## src/rtl/alu_op_sequencer_if.sv

```systemverilog
`default_nettype none
// ============================================================================
// Module      : alu_op_sequencer_if
// Description : Issue/completion bundle between the ID/EX stage and the ALU
//               operation sequencer.
// Revision    : 1.0 - initial release
// ============================================================================
interface alu_op_sequencer_if #(
    parameter int CTRL_W = 4,
    parameter int TAG_W  = 5
);
    logic              flush_i;
    logic              valid_i;
    logic [9:0]        funct_i;
    logic [1:0]        ALUOp_i;
    logic [TAG_W-1:0]  tag_i;
    logic              ready_o;
    logic [CTRL_W-1:0] ALUCtrl_o;
    logic              busy_o;
    logic              done_o;
    logic [TAG_W-1:0]  tag_o;
    logic              illegal_o;

    // Upstream pipeline stage issuing operations
    modport master (
        output flush_i, valid_i, funct_i, ALUOp_i, tag_i,
        input  ready_o, ALUCtrl_o, busy_o, done_o, tag_o, illegal_o
    );

    // Sequencer side
    modport slave (
        input  flush_i, valid_i, funct_i, ALUOp_i, tag_i,
        output ready_o, ALUCtrl_o, busy_o, done_o, tag_o, illegal_o
    );
endinterface
`default_nettype wire

```

## src/rtl/alu_op_sequencer.sv

```systemverilog
`default_nettype none
// ============================================================================
// Module      : alu_op_sequencer
// Description : Registered ALU control decoder that sequences multi-cycle
//               operations (MUL, MaxPool, FC, Conv2d) with a valid/ready
//               issue handshake, completion pulse and tag return.
// Revision    : 1.0 - initial release
// ============================================================================
module alu_op_sequencer #(
    parameter int CTRL_W   = 4,
    parameter int CNT_W    = 4,
    parameter int TAG_W    = 5,
    parameter int MUL_LAT  = 2,
    parameter int POOL_LAT = 4,
    parameter int FC_LAT   = 8,
    parameter int CONV_LAT = 9
) (
    input  wire                  clk_i,
    input  wire                  rst_n_i,
    alu_op_sequencer_if.slave    bus
);

    localparam logic [CTRL_W-1:0] CTRL_ADD  = CTRL_W'(4'b0001);
    localparam logic [CTRL_W-1:0] CTRL_SUB  = CTRL_W'(4'b0010);
    localparam logic [CTRL_W-1:0] CTRL_AND  = CTRL_W'(4'b0011);
    localparam logic [CTRL_W-1:0] CTRL_OR   = CTRL_W'(4'b0100);
    localparam logic [CTRL_W-1:0] CTRL_MUL  = CTRL_W'(4'b0110);
    localparam logic [CTRL_W-1:0] CTRL_RELU = CTRL_W'(4'b0111);
    localparam logic [CTRL_W-1:0] CTRL_POOL = CTRL_W'(4'b1000);
    localparam logic [CTRL_W-1:0] CTRL_FC   = CTRL_W'(4'b1001);
    localparam logic [CTRL_W-1:0] CTRL_CONV = CTRL_W'(4'b1010);

    // Counter load values are latency minus one: the counter reaches zero in
    // the last BUSY cycle, which is the done cycle.
    localparam logic [CNT_W-1:0] LOAD_MUL  = CNT_W'(MUL_LAT - 1);
    localparam logic [CNT_W-1:0] LOAD_POOL = CNT_W'(POOL_LAT - 1);
    localparam logic [CNT_W-1:0] LOAD_FC   = CNT_W'(FC_LAT - 1);
    localparam logic [CNT_W-1:0] LOAD_CONV = CNT_W'(CONV_LAT - 1);

    typedef enum logic [0:0] {
        IDLE = 1'b0,
        BUSY = 1'b1
    } state_t;

    state_t             state;
    logic [CNT_W-1:0]   cnt;
    logic [CTRL_W-1:0]  op_ctrl;
    logic [TAG_W-1:0]   op_tag;
    logic               op_illegal;

    logic [CTRL_W-1:0]  dec_ctrl;
    logic [CNT_W-1:0]   dec_load;
    logic               dec_illegal;
    logic               last_cycle;
    logic               ready;
    logic               accept;

    // Decode ALUOp/funct into control code, counter load and illegal flag
    always_comb begin
        dec_ctrl    = CTRL_ADD;
        dec_load    = '0;
        dec_illegal = 1'b0;
        case (bus.ALUOp_i)
            2'b01: dec_ctrl = CTRL_SUB;
            2'b10: begin
                case (bus.funct_i)
                    10'b0000000000: dec_ctrl = CTRL_ADD;
                    10'b0100000000: dec_ctrl = CTRL_SUB;
                    10'b0000001000: begin dec_ctrl = CTRL_MUL;  dec_load = LOAD_MUL;  end
                    10'b0000000110: dec_ctrl = CTRL_OR;
                    10'b0000000111: dec_ctrl = CTRL_AND;
                    10'b1000000111: dec_ctrl = CTRL_RELU;
                    10'b1100000111: begin dec_ctrl = CTRL_POOL; dec_load = LOAD_POOL; end
                    10'b1110000111: begin dec_ctrl = CTRL_FC;   dec_load = LOAD_FC;   end
                    10'b1111000111: begin dec_ctrl = CTRL_CONV; dec_load = LOAD_CONV; end
                    default:        dec_illegal = 1'b1;
                endcase
            end
            default: dec_ctrl = CTRL_ADD;
        endcase
    end

    assign last_cycle = (state == BUSY) && (cnt == '0);
    assign ready      = !bus.flush_i && ((state == IDLE) || last_cycle);
    assign accept     = bus.valid_i && ready;

    // Issue/sequence FSM: reset beats flush, flush beats a new issue
    always_ff @(posedge clk_i) begin
        if (!rst_n_i) begin
            state      <= IDLE;
            cnt        <= '0;
            op_ctrl    <= CTRL_ADD;
            op_tag     <= '0;
            op_illegal <= 1'b0;
        end else if (bus.flush_i) begin
            state      <= IDLE;
            cnt        <= '0;
            op_ctrl    <= CTRL_ADD;
            op_illegal <= 1'b0;
        end else if (accept) begin
            state      <= BUSY;
            cnt        <= dec_load;
            op_ctrl    <= dec_ctrl;
            op_tag     <= bus.tag_i;
            op_illegal <= dec_illegal;
        end else if (state == BUSY) begin
            if (cnt != '0) begin
                cnt <= cnt - 1'b1;
            end else begin
                state <= IDLE;
            end
        end
    end

    assign bus.ready_o   = ready;
    assign bus.done_o    = last_cycle && !bus.flush_i;
    assign bus.busy_o    = (state == BUSY);
    assign bus.ALUCtrl_o = op_ctrl;
    assign bus.tag_o     = op_tag;
    assign bus.illegal_o = op_illegal;

endmodule
`default_nettype wire

```

## src/flat_wrapper.sv

```systemverilog
// flat-port wrapper written by rule: the top's interface ports become plain ports
module alu_op_sequencer_flat 
#(
    parameter int CTRL_W   = 4,
    parameter int CNT_W    = 4,
    parameter int TAG_W    = 5,
    parameter int MUL_LAT  = 2,
    parameter int POOL_LAT = 4,
    parameter int FC_LAT   = 8,
    parameter int CONV_LAT = 9
)
  (clk_i, rst_n_i, bus_flush_i, bus_valid_i, bus_funct_i, bus_ALUOp_i, bus_tag_i, bus_ready_o, bus_ALUCtrl_o, bus_busy_o, bus_done_o, bus_tag_o, bus_illegal_o);
  alu_op_sequencer_if #(.CTRL_W(CTRL_W), .TAG_W(TAG_W)) bus_i ();
  input  wire clk_i;
  input  wire rst_n_i;
  input wire logic [$bits(bus_i.flush_i)-1:0] bus_flush_i;
  input wire logic [$bits(bus_i.valid_i)-1:0] bus_valid_i;
  input wire logic [$bits(bus_i.funct_i)-1:0] bus_funct_i;
  input wire logic [$bits(bus_i.ALUOp_i)-1:0] bus_ALUOp_i;
  input wire logic [$bits(bus_i.tag_i)-1:0] bus_tag_i;
  output wire logic [$bits(bus_i.ready_o)-1:0] bus_ready_o;
  output wire logic [$bits(bus_i.ALUCtrl_o)-1:0] bus_ALUCtrl_o;
  output wire logic [$bits(bus_i.busy_o)-1:0] bus_busy_o;
  output wire logic [$bits(bus_i.done_o)-1:0] bus_done_o;
  output wire logic [$bits(bus_i.tag_o)-1:0] bus_tag_o;
  output wire logic [$bits(bus_i.illegal_o)-1:0] bus_illegal_o;
  assign bus_i.flush_i = bus_flush_i;
  assign bus_i.valid_i = bus_valid_i;
  assign bus_i.funct_i = bus_funct_i;
  assign bus_i.ALUOp_i = bus_ALUOp_i;
  assign bus_i.tag_i = bus_tag_i;
  assign bus_ready_o = bus_i.ready_o;
  assign bus_ALUCtrl_o = bus_i.ALUCtrl_o;
  assign bus_busy_o = bus_i.busy_o;
  assign bus_done_o = bus_i.done_o;
  assign bus_tag_o = bus_i.tag_o;
  assign bus_illegal_o = bus_i.illegal_o;
  alu_op_sequencer #(.CTRL_W(CTRL_W), .CNT_W(CNT_W), .TAG_W(TAG_W), .MUL_LAT(MUL_LAT), .POOL_LAT(POOL_LAT), .FC_LAT(FC_LAT), .CONV_LAT(CONV_LAT)) u_core (.clk_i(clk_i), .rst_n_i(rst_n_i), .bus(bus_i));
endmodule
```

## config.mk

```make
export PLATFORM = sky130hd
export DESIGN_NAME = alu_op_sequencer_flat
export DESIGN_NICKNAME = d
export VERILOG_FILES = /design/src/rtl/alu_op_sequencer_if.sv /design/src/rtl/alu_op_sequencer.sv /design/src/flat_wrapper.sv
export SDC_FILE = /design/constraint.sdc
export NUM_CORES = 1
export LEC_CHECK = 0
export ABC_AREA = 1
export BUFFER_PORTS_ARGS = -buffer_cell sky130_fd_sc_hd__buf_2
export CORE_MARGIN = 1
export CORE_UTILIZATION = 50
export DETAILED_ROUTE_END_ITERATION = 10
export PLACE_DENSITY = 0.8
export SLEW_MARGIN = 10
export SYNTH_ARGS = -nofsm -noshare
export SYNTH_HDL_FRONTEND = slang
export SYNTH_SLANG_ARGS = --single-unit
```

## constraint.sdc

```tcl
create_clock -name clk_i -period 1.8 [get_ports clk_i]
set_clock_uncertainty 0.15 [all_clocks]
set_input_delay 0.09 -clock clk_i [delete_from_list [all_inputs] [get_ports clk_i]]
set_output_delay 0.09 -clock clk_i [all_outputs]
set_load 0.05 [all_outputs]
```

* Word-level counts from Yosys, hierarchy flattened *
Cells that the tools add are included.

storage, ports and cells
  flip-flop bits (word level) = 15
  latch bits = 0
  memory bits (writable) = 0
  bits in read-only memories = 0
  output and inout port bits = 13
  memories kept = 0

operators by class
  $add $sub $neg = 1
  multiply operators = 0
  div/mod/pow operators = 0
  $lt $le $gt $ge = 0
  equality and inequality tests = 10
  shift operators = 0
  multiplexer cells = 12
  bitwise operators = 3
  reductions and logical operators = 15

operators by type and width
  kind                  number
  $eq 10x10->1 const B  4
  $pmux 4 s8            1
  $eq 10x3->1 const B   2
  $mux 4                4
  $pmux 4 s4            1
  $eq 10x4->1 const B   1
  $eq 10x9->1 const B   1
  $logic_not 10->1      1
  $reduce_or 9->1       1
  $pmux 4 s2            1
  $mux 1                5
  $logic_and 1x1->1     4
  $logic_not 4->1       1
  $reduce_and 2->1      2
  $reduce_bool 2->1     2
  $reduce_bool 4->1     1
  $sub 4x1->4 const B   1
  $not 1->1             3
  $eq 2x1->1 const B    1
  $eq 2x2->1 const B    1
  $reduce_or 2->1       1
  $logic_not 1->1       1
  $logic_or 1x1->1      1

* Longest topological paths before layout *
Gate-level depths: netlist of run 1.

  word-level depth = 7
  mapped depth = 10

* Worst setup path before layout of run 1 *
Ideal clock, no wire load.

  path type = register -> output
  from = reg u_core.state, in the netlist u_core.bus.busy_o
  to = out bus_done_o
  arrival = 1.450 ns
  setup slack = 0.110 ns
  stages on the path, launching flop included = 3
  path buffers = 0
  cell sequence = dfxtp_1 -> nand2_1 -> nor2_1

between the ends
  cells in the longest elaborated chain, start to end = 2

ends and longest elaborated chain
  element                   line                     text
  start: declaration        alu_op_sequencer.sv:45   state_t state;
  start signal: assignment  alu_op_sequencer.sv:90   state <= IDLE;
  start signal: assignment  alu_op_sequencer.sv:96   state <= IDLE;
  start signal: assignment  alu_op_sequencer.sv:101  state <= BUSY;
  $logic_and 1x1->1         alu_op_sequencer.sv:83   assign last_cycle = (state == BUSY) && (cnt == '0);
  $logic_and 1x1->1         alu_op_sequencer.sv:116  assign bus.done_o = last_cycle && !bus.flush_i;
  end: declaration          flat_wrapper.sv:24       output wire logic [$bits(bus_i.done_o)-1:0] bus_done_o;

Every way passes these cells.

* Worst setup path in the final report of run 1 *
  from = reg u_core.cnt[1]
  to = out bus_ready_o

between the ends
  cells in the longest elaborated chain, start to end = 4

ends and longest elaborated chain
  element                   line                     text
  start: declaration        alu_op_sequencer.sv:46   logic [CNT_W-1:0] cnt;
  start signal: assignment  alu_op_sequencer.sv:102  cnt <= dec_load;
  start signal: assignment  alu_op_sequencer.sv:108  cnt <= cnt - 1'b1;
  $logic_not 4->1           alu_op_sequencer.sv:83
  $logic_and 1x1->1         alu_op_sequencer.sv:83
  $logic_or 1x1->1          alu_op_sequencer.sv:84   assign ready = !bus.flush_i && ((state == IDLE) || last_cycle);
  $logic_and 1x1->1         alu_op_sequencer.sv:84
  end: declaration          flat_wrapper.sv:21       output wire logic [$bits(bus_i.ready_o)-1:0] bus_ready_o;

Every way passes these cells.

==> run_summary.xml, run 1 <==
<?xml version="1.0" encoding="UTF-8"?>
<metrics>
  <group name="final_layout">
    <metric name="nets" unit="">225</metric>
    <metric name="layout_cell_share_with_drive_strength_beyond_1" unit="">0.360</metric>
    <metric name="layoutNonFillerInstCount" unit="">227</metric>
    <metric name="antenna-diode-count" unit="">0</metric>
    <metric name="syn2layout_area_growth" unit="%">28.6</metric>
    <metric name="final-seq-area" unit="sq um">300</metric>
    <metric name="multi_input_comb_area" unit="sq um">628</metric>
    <metric name="postLayoutCellArea" unit="sq um">1350</metric>
    <metric name="post-route-util" unit="">0.689</metric>
    <metric name="fillCellCount" unit="">186</metric>
  </group>
  <group name="job">
    <metric name="timing.max_cap.violations" unit="">0</metric>
  </group>
  <group name="floorplanning">
    <metric name="placeable_core_region" unit="sq um">1960</metric>
    <metric name="die_width" unit="microns">47.8</metric>
    <metric name="design.die.area" unit="sq um">2290</metric>
    <metric name="std_cell_rows" unit="">16</metric>
    <metric name="ioPinCount" unit="">34</metric>
    <metric name="die_y" unit="microns">47.8</metric>
    <metric name="initial_core_util" unit="">0.536</metric>
  </group>
  <group name="hold_path">
    <metric name="hp-class" unit="">in -&gt; reg</metric>
    <metric name="worst_hold_path.num_cells" unit="">3</metric>
    <metric name="hp-start" unit="">bus_valid_i</metric>
    <metric name="min_delay_worst_endpoint" unit="">u_core.bus.tag_o[1]$_SDFFE_PN0P_</metric>
  </group>
  <group name="setup_path">
    <metric name="timing.rr.start" unit="">u_core.cnt[1]$_SDFFE_PP0P_</metric>
    <metric name="critPathLaunchType" unit="">register</metric>
    <metric name="cp_data_arrival_time" unit="ps">1500</metric>
    <metric name="critical_path_buf_inv_count" unit="">4</metric>
    <metric name="critPathRequiredTime" unit="ps">1560</metric>
    <metric name="reg2reg_slack" unit="ps">120</metric>
    <metric name="worstReg2RegEnd" unit="">u_core.bus.tag_o[3]$_SDFFE_PN0P_</metric>
    <metric name="critical_path_peak_fanout" unit="">4</metric>
    <metric name="critical_path.endpoint_type" unit="">primary output</metric>
    <metric name="rr_worst_depth" unit="">11</metric>
    <metric name="worst_path_dominant_cell_family" unit="">simple AND/OR/NAND/NOR gates</metric>
    <metric name="critical_path_class" unit="">reg -&gt; out</metric>
    <metric name="slowest_delay" unit="ps">320</metric>
    <metric name="critical-path-top-cell-by-count" unit="">sky130_fd_sc_hd__inv_2</metric>
    <metric name="critical_path.slowest_cell" unit="">sky130_fd_sc_hd__dfxtp_1</metric>
    <metric name="cp_cell_sequence" unit="">inv_1 -&gt; ha_2 -&gt; nand2_1 -&gt; inv_2 -&gt; nand2_2 -&gt; nand2_4 -&gt; inv_2 -&gt; nor2_4 -&gt; buf_8</metric>
  </group>
  <group name="global_routing">
    <metric name="grt_start_max_net_pins" unit="">19</metric>
    <metric name="grt_first_pass_wirelength" unit="mm">3.64</metric>
    <metric name="grt.overflow.total" unit="">0</metric>
    <metric name="grt_antenna_before_repair" unit="">0</metric>
    <metric name="gr-usage-all-layers" unit="">0.222</metric>
    <metric name="first_global_vias" unit="">929</metric>
  </group>
  <group name="clock_tree">
    <metric name="tritoncts" unit="">done</metric>
    <metric name="ctsLongestPathBuffers" unit="">2</metric>
    <metric name="clk-insertion-delay-late" unit="ps">290</metric>
    <metric name="cts.clk_slew.worst_paths" unit="ps">90</metric>
    <metric name="clock-root-buffer" unit="">sky130_fd_sc_hd__clkbuf_4</metric>
    <metric name="cts_buffers" unit="">3</metric>
    <metric name="cts.htree.levels" unit="">1</metric>
    <metric name="cts.sinks" unit="">15</metric>
  </group>
  <group name="synthesis">
    <metric name="synthesis.instances" unit="">156</metric>
    <metric name="synth.net_count" unit="">180</metric>
    <metric name="postSynthRegisterBits" unit="">15</metric>
    <metric name="synth.distinct_cells" unit="">24</metric>
    <metric name="synthesized_area_divided_by_synthesized_cell_count" unit="sq um">6.74</metric>
    <metric name="synth_area" unit="sq um">1050</metric>
    <metric name="ys.warnings.count" unit="">0</metric>
    <metric name="sequential_to_total_area_share_from_yosys_stat" unit="">0.286</metric>
  </group>
  <group name="routing">
    <metric name="wire_per_inst" unit="microns">11.1</metric>
    <metric name="drc" unit="">0</metric>
    <metric name="detail_route.vias_per_cell" unit="">5.09</metric>
    <metric name="count_of_nets_left_with_antenna_violations_after_detail_routing" unit="">0</metric>
    <metric name="detailedRoute.firstIterationViolations" unit="">25</metric>
    <metric name="drt_first_pass_iters" unit="">4</metric>
    <metric name="via_count" unit="">1156</metric>
    <metric name="detail_route.wirelength" unit="mm">2.53</metric>
  </group>
  <group name="pwr">
    <metric name="cell_pwr_density" unit="nW/um^2">541</metric>
    <metric name="largest_voltage_drop_on_the_vdd_net" unit="mV">0.318</metric>
    <metric name="finalPower" unit="uW">731</metric>
    <metric name="p_leak" unit="uW">0.000709</metric>
  </group>
  <group name="sta">
    <metric name="fin_worst_hold_slack" unit="ps">18.3</metric>
    <metric name="layout_min_cycle_time" unit="ps">1740</metric>
    <metric name="period_share" unit="">0.968</metric>
    <metric name="worstMarginPinSlew" unit="ps">372</metric>
    <metric name="setup_viol" unit="">0</metric>
    <metric name="max_slew_violations" unit="">0</metric>
    <metric name="clock.fmax" unit="GHz">0.574</metric>
    <metric name="final_hold_violating_endpoints" unit="">0</metric>
    <metric name="relSlewSlack" unit="">0.751</metric>
  </group>
  <group name="placement">
    <metric name="finalWeightedCongestion" unit="">0.824</metric>
    <metric name="postPlaceCellArea" unit="sq um">1230</metric>
    <metric name="place_hpwl" unit="mm">1.77</metric>
    <metric name="place.detailed.instances" unit="">214</metric>
    <metric name="buffer_ports.inserted" unit="">33</metric>
  </group>
  <group name="run_status">
    <metric name="run_status" unit="">completed</metric>
  </group>
</metrics>
where the power goes:
| group | total (uW) | switching (uW) | leakage (uW) | internal (uW) |
|---|---|---|---|---|
| Combinational | 189 | 122 | 0.000572 | 67.4 |
| Sequential | 347 | 5.69 | 0.000122 | 342 |
| Clock | 194 | 108 | 0.0000150 | 86.2 |
area by class of cell:
cell class                 instances  area share
sequential                        15       0.222
timing repair buffer              42       0.191
inverter                          28      0.0778
multi-input combinational        111       0.465
clock buffer                       4      0.0194
tap                               27      0.0250
worst max-delay path by stage:
| stage | start | endpoint | slack [ps] | cells after the start |
|---|---|---|---|---|
| final | u_core.cnt[1]$_SDFFE_PP0P_ | bus_ready_o | 60 | 9 |
| after detailed placement | u_core.cnt[0]$_SDFFE_PP0P_ | u_core.cnt[2]$_SDFFE_PP0P_ | 180 | 10 |
| after floorplan | u_core.bus.busy_o$_SDFF_PP0_ | bus_done_o | 110 | 2 |
| after CTS | u_core.cnt[0]$_SDFFE_PP0P_ | bus_ready_o | 50 | 9 |
| after global routing | u_core.cnt[1]$_SDFFE_PP0P_ | bus_ready_o | -5 | 9 |
| after global placement | u_core.cnt[0]$_SDFFE_PP0P_ | u_core.cnt[2]$_SDFFE_PP0P_ | 230 | 10 |
tightest hold or removal path, stage by stage:
cell,delay [ps]
sky130_fd_sc_hd__buf_2,160
sky130_fd_sc_hd__nand3_1,100
sky130_fd_sc_hd__a21oi_1,50
kinds of logic after synthesis:
family                     after synthesis  share of synthesized area
adders and majority gates                3                     0.0357
xor gates and xnor gates                 1                    0.00833
DFF                                     15                      0.286
and+or+nand+nor                         83                      0.433
buffers and inverters                   30                      0.119
AOI/OAI and AO/OA                       24                      0.118
timing repair:
| item | 4_1_cts | 5_1_grt |
|---|---|---|
| endpoints found under the hold margin | 5 | 0 |
| pin swaps | 1 | 1 |
| hold buffers | 6 | 0 |
| setup buffers | 1 | 2 |
| resized for setup | 2 | 3 |
| endpoints found under the setup margin | 1 | 1 |
| gates cloned | 0 | 0 |
sequential cells by signal, indices dropped and copies added, names as in the netlist:
register	count
u_core.bus.illegal_o	1
u_core.bus.busy_o	1
u_core.cnt	4
u_core.bus.ALUCtrl_o	4
u_core.bus.tag_o	5
per-layer routing:
layer | up-vias | GRT usage | wire length, microns
li1 | 588 | - | -
met1 | 525 | 0.261 | 1100
met2 | 35 | 0.386 | 1270
met3 | 8 | 0.0415 | 86
met4 | 0 | 0.100 | 70
met5 | - | 0 | 0
cells in the final DEF (no fill, tap or decap), types with 2 or more instances in the layout:
master and instances:
sky130_fd_sc_hd__inv_1 20, sky130_fd_sc_hd__o21ai_1 5, sky130_fd_sc_hd__buf_4 3, sky130_fd_sc_hd__inv_2 8, sky130_fd_sc_hd__dlygate4sd3_1 6, sky130_fd_sc_hd__dfxtp_1 15
sky130_fd_sc_hd__nor2_4 4, sky130_fd_sc_hd__buf_2 32, sky130_fd_sc_hd__nand3_2 3, sky130_fd_sc_hd__nand4_1 4, sky130_fd_sc_hd__o21ai_0 4, sky130_fd_sc_hd__nand2_2 9
sky130_fd_sc_hd__a21oi_1 14, sky130_fd_sc_hd__nand3b_1 2, sky130_fd_sc_hd__nand2_1 29, sky130_fd_sc_hd__clkbuf_4 3, sky130_fd_sc_hd__ha_1 2, sky130_fd_sc_hd__nor2_1 13
sky130_fd_sc_hd__nor2_2 4, sky130_fd_sc_hd__nand3_1 11
stage by stage:
step	setup TNS [ps]	worst slack, ps
after floorplan	0	110
after global placement	0	232
after detailed placement	0	175
after CTS	0	54.0
after global routing	-5.07	-5.07
final	0	58.3
cell usage after synthesis:
| cell type | number | share of area |
|---|---|---|
| sky130_fd_sc_hd__nand2_1 | 29 | 0.10 |
| sky130_fd_sc_hd__inv_1 | 21 | 0.075 |
| sky130_fd_sc_hd__dfxtp_1 | 15 | 0.29 |
| sky130_fd_sc_hd__a21oi_1 | 14 | 0.067 |
| sky130_fd_sc_hd__nor2_1 | 13 | 0.046 |
| sky130_fd_sc_hd__nand3_1 | 11 | 0.052 |
| sky130_fd_sc_hd__nand2_2 | 9 | 0.054 |
| sky130_fd_sc_hd__inv_2 | 7 | 0.025 |
| sky130_fd_sc_hd__o21ai_1 | 5 | 0.024 |
| sky130_fd_sc_hd__nand4_1 | 4 | 0.024 |
| sky130_fd_sc_hd__nor2_2 | 4 | 0.024 |
| sky130_fd_sc_hd__nor2_4 | 4 | 0.043 |
| sky130_fd_sc_hd__o21ai_0 | 4 | 0.019 |
| sky130_fd_sc_hd__ha_1 | 3 | 0.036 |
| sky130_fd_sc_hd__nand3_2 | 3 | 0.029 |
| sky130_fd_sc_hd__nand3b_1 | 2 | 0.014 |
| sky130_fd_sc_hd__a21oi_2 | 1 | 0.0083 |
| sky130_fd_sc_hd__buf_2 | 1 | 0.0048 |
| sky130_fd_sc_hd__buf_8 | 1 | 0.014 |
| sky130_fd_sc_hd__nand2_4 | 1 | 0.011 |
| sky130_fd_sc_hd__nand3_4 | 1 | 0.017 |
| sky130_fd_sc_hd__nand4_2 | 1 | 0.012 |
| sky130_fd_sc_hd__nor3_1 | 1 | 0.0048 |
| sky130_fd_sc_hd__xor2_1 | 1 | 0.0083 |
No activity file was read; power rests on OpenSTA's default activity.
==> run 2, diff against run 1 <==
--- a/config.mk
+++ b/config.mk
@@ -8,9 +8,9 @@
 export ABC_AREA = 1
 export BUFFER_PORTS_ARGS = -buffer_cell sky130_fd_sc_hd__buf_2
 export CORE_MARGIN = 1
-export CORE_UTILIZATION = 50
+export CORE_UTILIZATION = 30
 export DETAILED_ROUTE_END_ITERATION = 10
-export PLACE_DENSITY = 0.8
+export PLACE_DENSITY = 0.53
 export SLEW_MARGIN = 10
 export SYNTH_ARGS = -nofsm -noshare
 export SYNTH_HDL_FRONTEND = slang
==> run 2 against run 1 <==
Compared with the run above:
- clock-buffer cell count down 1
- sequential share of layout area down 0.91 points
- worst hold slack better by 58 ps
- via count down 4.3%
- maximum frequency up 2.0%
- core utilization down 26 points
- register-to-register slack better by 80 ps
- critical path depth unchanged
- sequential power about the same
- die area up 64%
- critical endpoint unchanged
==> run_summary.xml, run 2 (same netlist as run 1, synthesis figures left out) <==
<?xml version="1.0" encoding="UTF-8"?>
<metrics>
  <group name="final_layout">
    <metric name="multi_input_comb_area" unit="sq um">628</metric>
    <metric name="final-seq-area" unit="sq um">302</metric>
    <metric name="antenna-diode-count" unit="">0</metric>
    <metric name="postLayoutCellArea" unit="sq um">1420</metric>
    <metric name="fillCellCount" unit="">369</metric>
    <metric name="post-route-util" unit="">0.424</metric>
    <metric name="syn2layout_area_growth" unit="%">34.6</metric>
    <metric name="mostFrequentLayoutCell" unit="">sky130_fd_sc_hd__buf_2</metric>
    <metric name="layout_cell_share_with_drive_strength_beyond_1" unit="">0.374</metric>
    <metric name="number_of_flip_flops_under_the_largest_register_name" unit="">5</metric>
    <metric name="nets" unit="">228</metric>
    <metric name="highest_count_cells_in_the_layout_ignoring_fill_and_taps" unit="">sky130_fd_sc_hd__buf_2 (32), sky130_fd_sc_hd__nand2_1 (29), sky130_fd_sc_hd__inv_1 (20)</metric>
  </group>
  <group name="pwr">
    <metric name="power_frac_comb" unit="">0.267</metric>
    <metric name="switching_share" unit="">0.320</metric>
    <metric name="share_seq_of_total_power" unit="">0.472</metric>
    <metric name="clkPwrFrac" unit="">0.261</metric>
    <metric name="largest_voltage_drop_on_the_vdd_net" unit="mV">0.335</metric>
    <metric name="net_switching_power" unit="uW">235</metric>
    <metric name="internal_power" unit="uW">501</metric>
    <metric name="cell_pwr_density" unit="nW/um^2">520</metric>
    <metric name="p_leak" unit="uW">0.000730</metric>
  </group>
  <group name="setup_path">
    <metric name="cp_data_arrival_time" unit="ps">1470</metric>
    <metric name="critical_path_class" unit="">reg -&gt; out</metric>
    <metric name="critical_path_peak_fanout" unit="">5</metric>
    <metric name="rr_worst_depth" unit="">10</metric>
    <metric name="critPathLaunchType" unit="">register</metric>
    <metric name="critPathRequiredTime" unit="ps">1560</metric>
    <metric name="critical_path.endpoint_type" unit="">primary output</metric>
  </group>
  <group name="routing">
    <metric name="detailedRoute.firstIterationViolations" unit="">53</metric>
    <metric name="via_count" unit="">1106</metric>
    <metric name="detail_route.wirelength" unit="mm">2.49</metric>
    <metric name="drt_first_pass_iters" unit="">4</metric>
    <metric name="drc" unit="">0</metric>
    <metric name="wire_per_inst" unit="microns">9.99</metric>
    <metric name="detail_route.vias_per_cell" unit="">4.44</metric>
    <metric name="count_of_nets_left_with_antenna_violations_after_detail_routing" unit="">0</metric>
  </group>
  <group name="global_routing">
    <metric name="grt_first_pass_wirelength" unit="mm">4.00</metric>
    <metric name="grt_antenna_before_repair" unit="">0</metric>
    <metric name="first_global_vias" unit="">1007</metric>
    <metric name="met1_usage" unit="">0.172</metric>
    <metric name="grt_start_max_net_pins" unit="">19</metric>
    <metric name="grt-busiest-layer" unit="">met2</metric>
    <metric name="gr-usage-all-layers" unit="">0.141</metric>
    <metric name="grt.overflow.total" unit="">0</metric>
    <metric name="grtUsageMet2" unit="">0.241</metric>
    <metric name="grt_util_met3" unit="">0.0399</metric>
  </group>
  <group name="floorplanning">
    <metric name="die_width" unit="microns">61.2</metric>
    <metric name="std_cell_rows" unit="">21</metric>
    <metric name="ioPinCount" unit="">34</metric>
    <metric name="die_y" unit="microns">61.2</metric>
    <metric name="design.die.area" unit="sq um">3740</metric>
    <metric name="placeable_core_region" unit="sq um">3340</metric>
    <metric name="initial_core_util" unit="">0.315</metric>
  </group>
  <group name="clock_tree">
    <metric name="cts.htree.levels" unit="">1</metric>
    <metric name="clk-insertion-delay-late" unit="ps">280</metric>
    <metric name="cts.sinks" unit="">15</metric>
    <metric name="cts.clk_slew.worst_paths" unit="ps">80</metric>
    <metric name="cts_buffers" unit="">3</metric>
    <metric name="clock-root-buffer" unit="">sky130_fd_sc_hd__clkbuf_4</metric>
    <metric name="tritoncts" unit="">done</metric>
    <metric name="ctsLongestPathBuffers" unit="">2</metric>
  </group>
  <group name="sta">
    <metric name="relSlewSlack" unit="">0.722</metric>
    <metric name="final_hold_violating_endpoints" unit="">0</metric>
    <metric name="max_slew_violations" unit="">0</metric>
    <metric name="rsz0062_at_grt" unit="">yes</metric>
    <metric name="worstMarginPinSlew" unit="ps">415</metric>
    <metric name="setup_viol" unit="">0</metric>
    <metric name="period_share" unit="">0.949</metric>
    <metric name="fin_worst_hold_slack" unit="ps">75.9</metric>
    <metric name="clock.fmax" unit="GHz">0.585</metric>
    <metric name="layout_setup_ws" unit="ps">91.9</metric>
    <metric name="layout_min_cycle_time" unit="ps">1710</metric>
  </group>
  <group name="hold_path">
    <metric name="worst_hold_path.num_cells" unit="">4</metric>
    <metric name="hp-class" unit="">in -&gt; reg</metric>
  </group>
  <group name="placement">
    <metric name="finalWeightedCongestion" unit="">0.805</metric>
    <metric name="dp_worst_setup_slack" unit="ps">128</metric>
    <metric name="postPlaceCellArea" unit="sq um">1250</metric>
    <metric name="place_hpwl" unit="mm">1.86</metric>
    <metric name="buffer_ports.inserted" unit="">33</metric>
  </group>
  <group name="job">
    <metric name="timing.max_cap.violations" unit="">0</metric>
  </group>
  <group name="run_status">
    <metric name="run_status" unit="">completed</metric>
  </group>
</metrics>
==> run 2: cell count changes in the layout (fill, tap and decap cells not counted), sizes merged <==
cell and delta:
clkbuf -1, buf +2, dlygate4sd3 +1, clkinv +1
==> run 2: power by group through the flow <==
| stage | Sequential (uW) | Clock, uW | Combinational [uW] |
|---|---|---|---|
| after global routing | 349 | 218 | 218 |
| after floorplan | 379 | 0 | 94.9 |
| final | 347 | 192 | 197 |
| after CTS | 347 | 206 | 184 |
| after detailed placement | 355 | 0 | 169 |
| after global placement | 355 | 0 | 165 |
==> run 2: timing repair <==
item / in CTS / in global routing
endpoints found under the setup margin: 1 / 4
buffers inserted: 1 / 4
hold buffers: 7 / 0
endpoints found under the hold margin: 5 / 0
pin swaps: 1 / 1
gates resized for setup: 2 / 4
==> run 2: critical path, cell delays in order, from the launching register on <==
cell and delay, ps:
sky130_fd_sc_hd__dfxtp_1 340, sky130_fd_sc_hd__inv_2 70, sky130_fd_sc_hd__ha_2 170, sky130_fd_sc_hd__nand2_1 60, sky130_fd_sc_hd__inv_2 50, sky130_fd_sc_hd__nand2_2 60
sky130_fd_sc_hd__nand2_4 100, sky130_fd_sc_hd__inv_2 60, sky130_fd_sc_hd__nor2_4 100, sky130_fd_sc_hd__buf_8 150
==> run 2: final timing paths <==
| path | to | slack [ps] | start |
|---|---|---|---|
| worst max register to register | u_core.bus.ALUCtrl_o[0]$_SDFFE_PP1N_ | 200 | u_core.cnt[0]$_SDFFE_PP0P_ |
| worst min register to register | u_core.bus.illegal_o$_SDFFE_PP0N_ | 310 | u_core.bus.illegal_o$_SDFFE_PP0N_ |
| worst min-delay path | u_core.cnt[1]$_SDFFE_PP0P_ | 80 | bus_flush_i |
| worst max-delay path | bus_ready_o | 90 | u_core.cnt[0]$_SDFFE_PP0P_ |
==> run 2: cell type report <==
cell class	instances	share of cell area
Tap cell	46	0.0407
Timing Repair Buffer	45	0.209
Clock inverter	1	0.00354
Clock buffer	3	0.0159
Sequential cell	15	0.213
Multi-Input combinational cell	111	0.444
Inverter	28	0.0743
==> run 2: metal layers <==
layer	up-vias	routed length (microns)
met5	-	0
met4	0	28
met3	5	84
met2	15	1270
met1	498	1110
li1	588	-
==> run 2: metrics by stage <==
| stage | setup TNS, ps | cells | total power, uW |
|---|---|---|---|
| final | 0 | 249 | 736 |
| after global routing | -8.71 | 249 | 784 |
| after CTS | 0 | 245 | 738 |
| after global placement | 0 | 233 | 520 |
| after detailed placement | 0 | 233 | 524 |
| after floorplan | 0 | 156 | 474 |
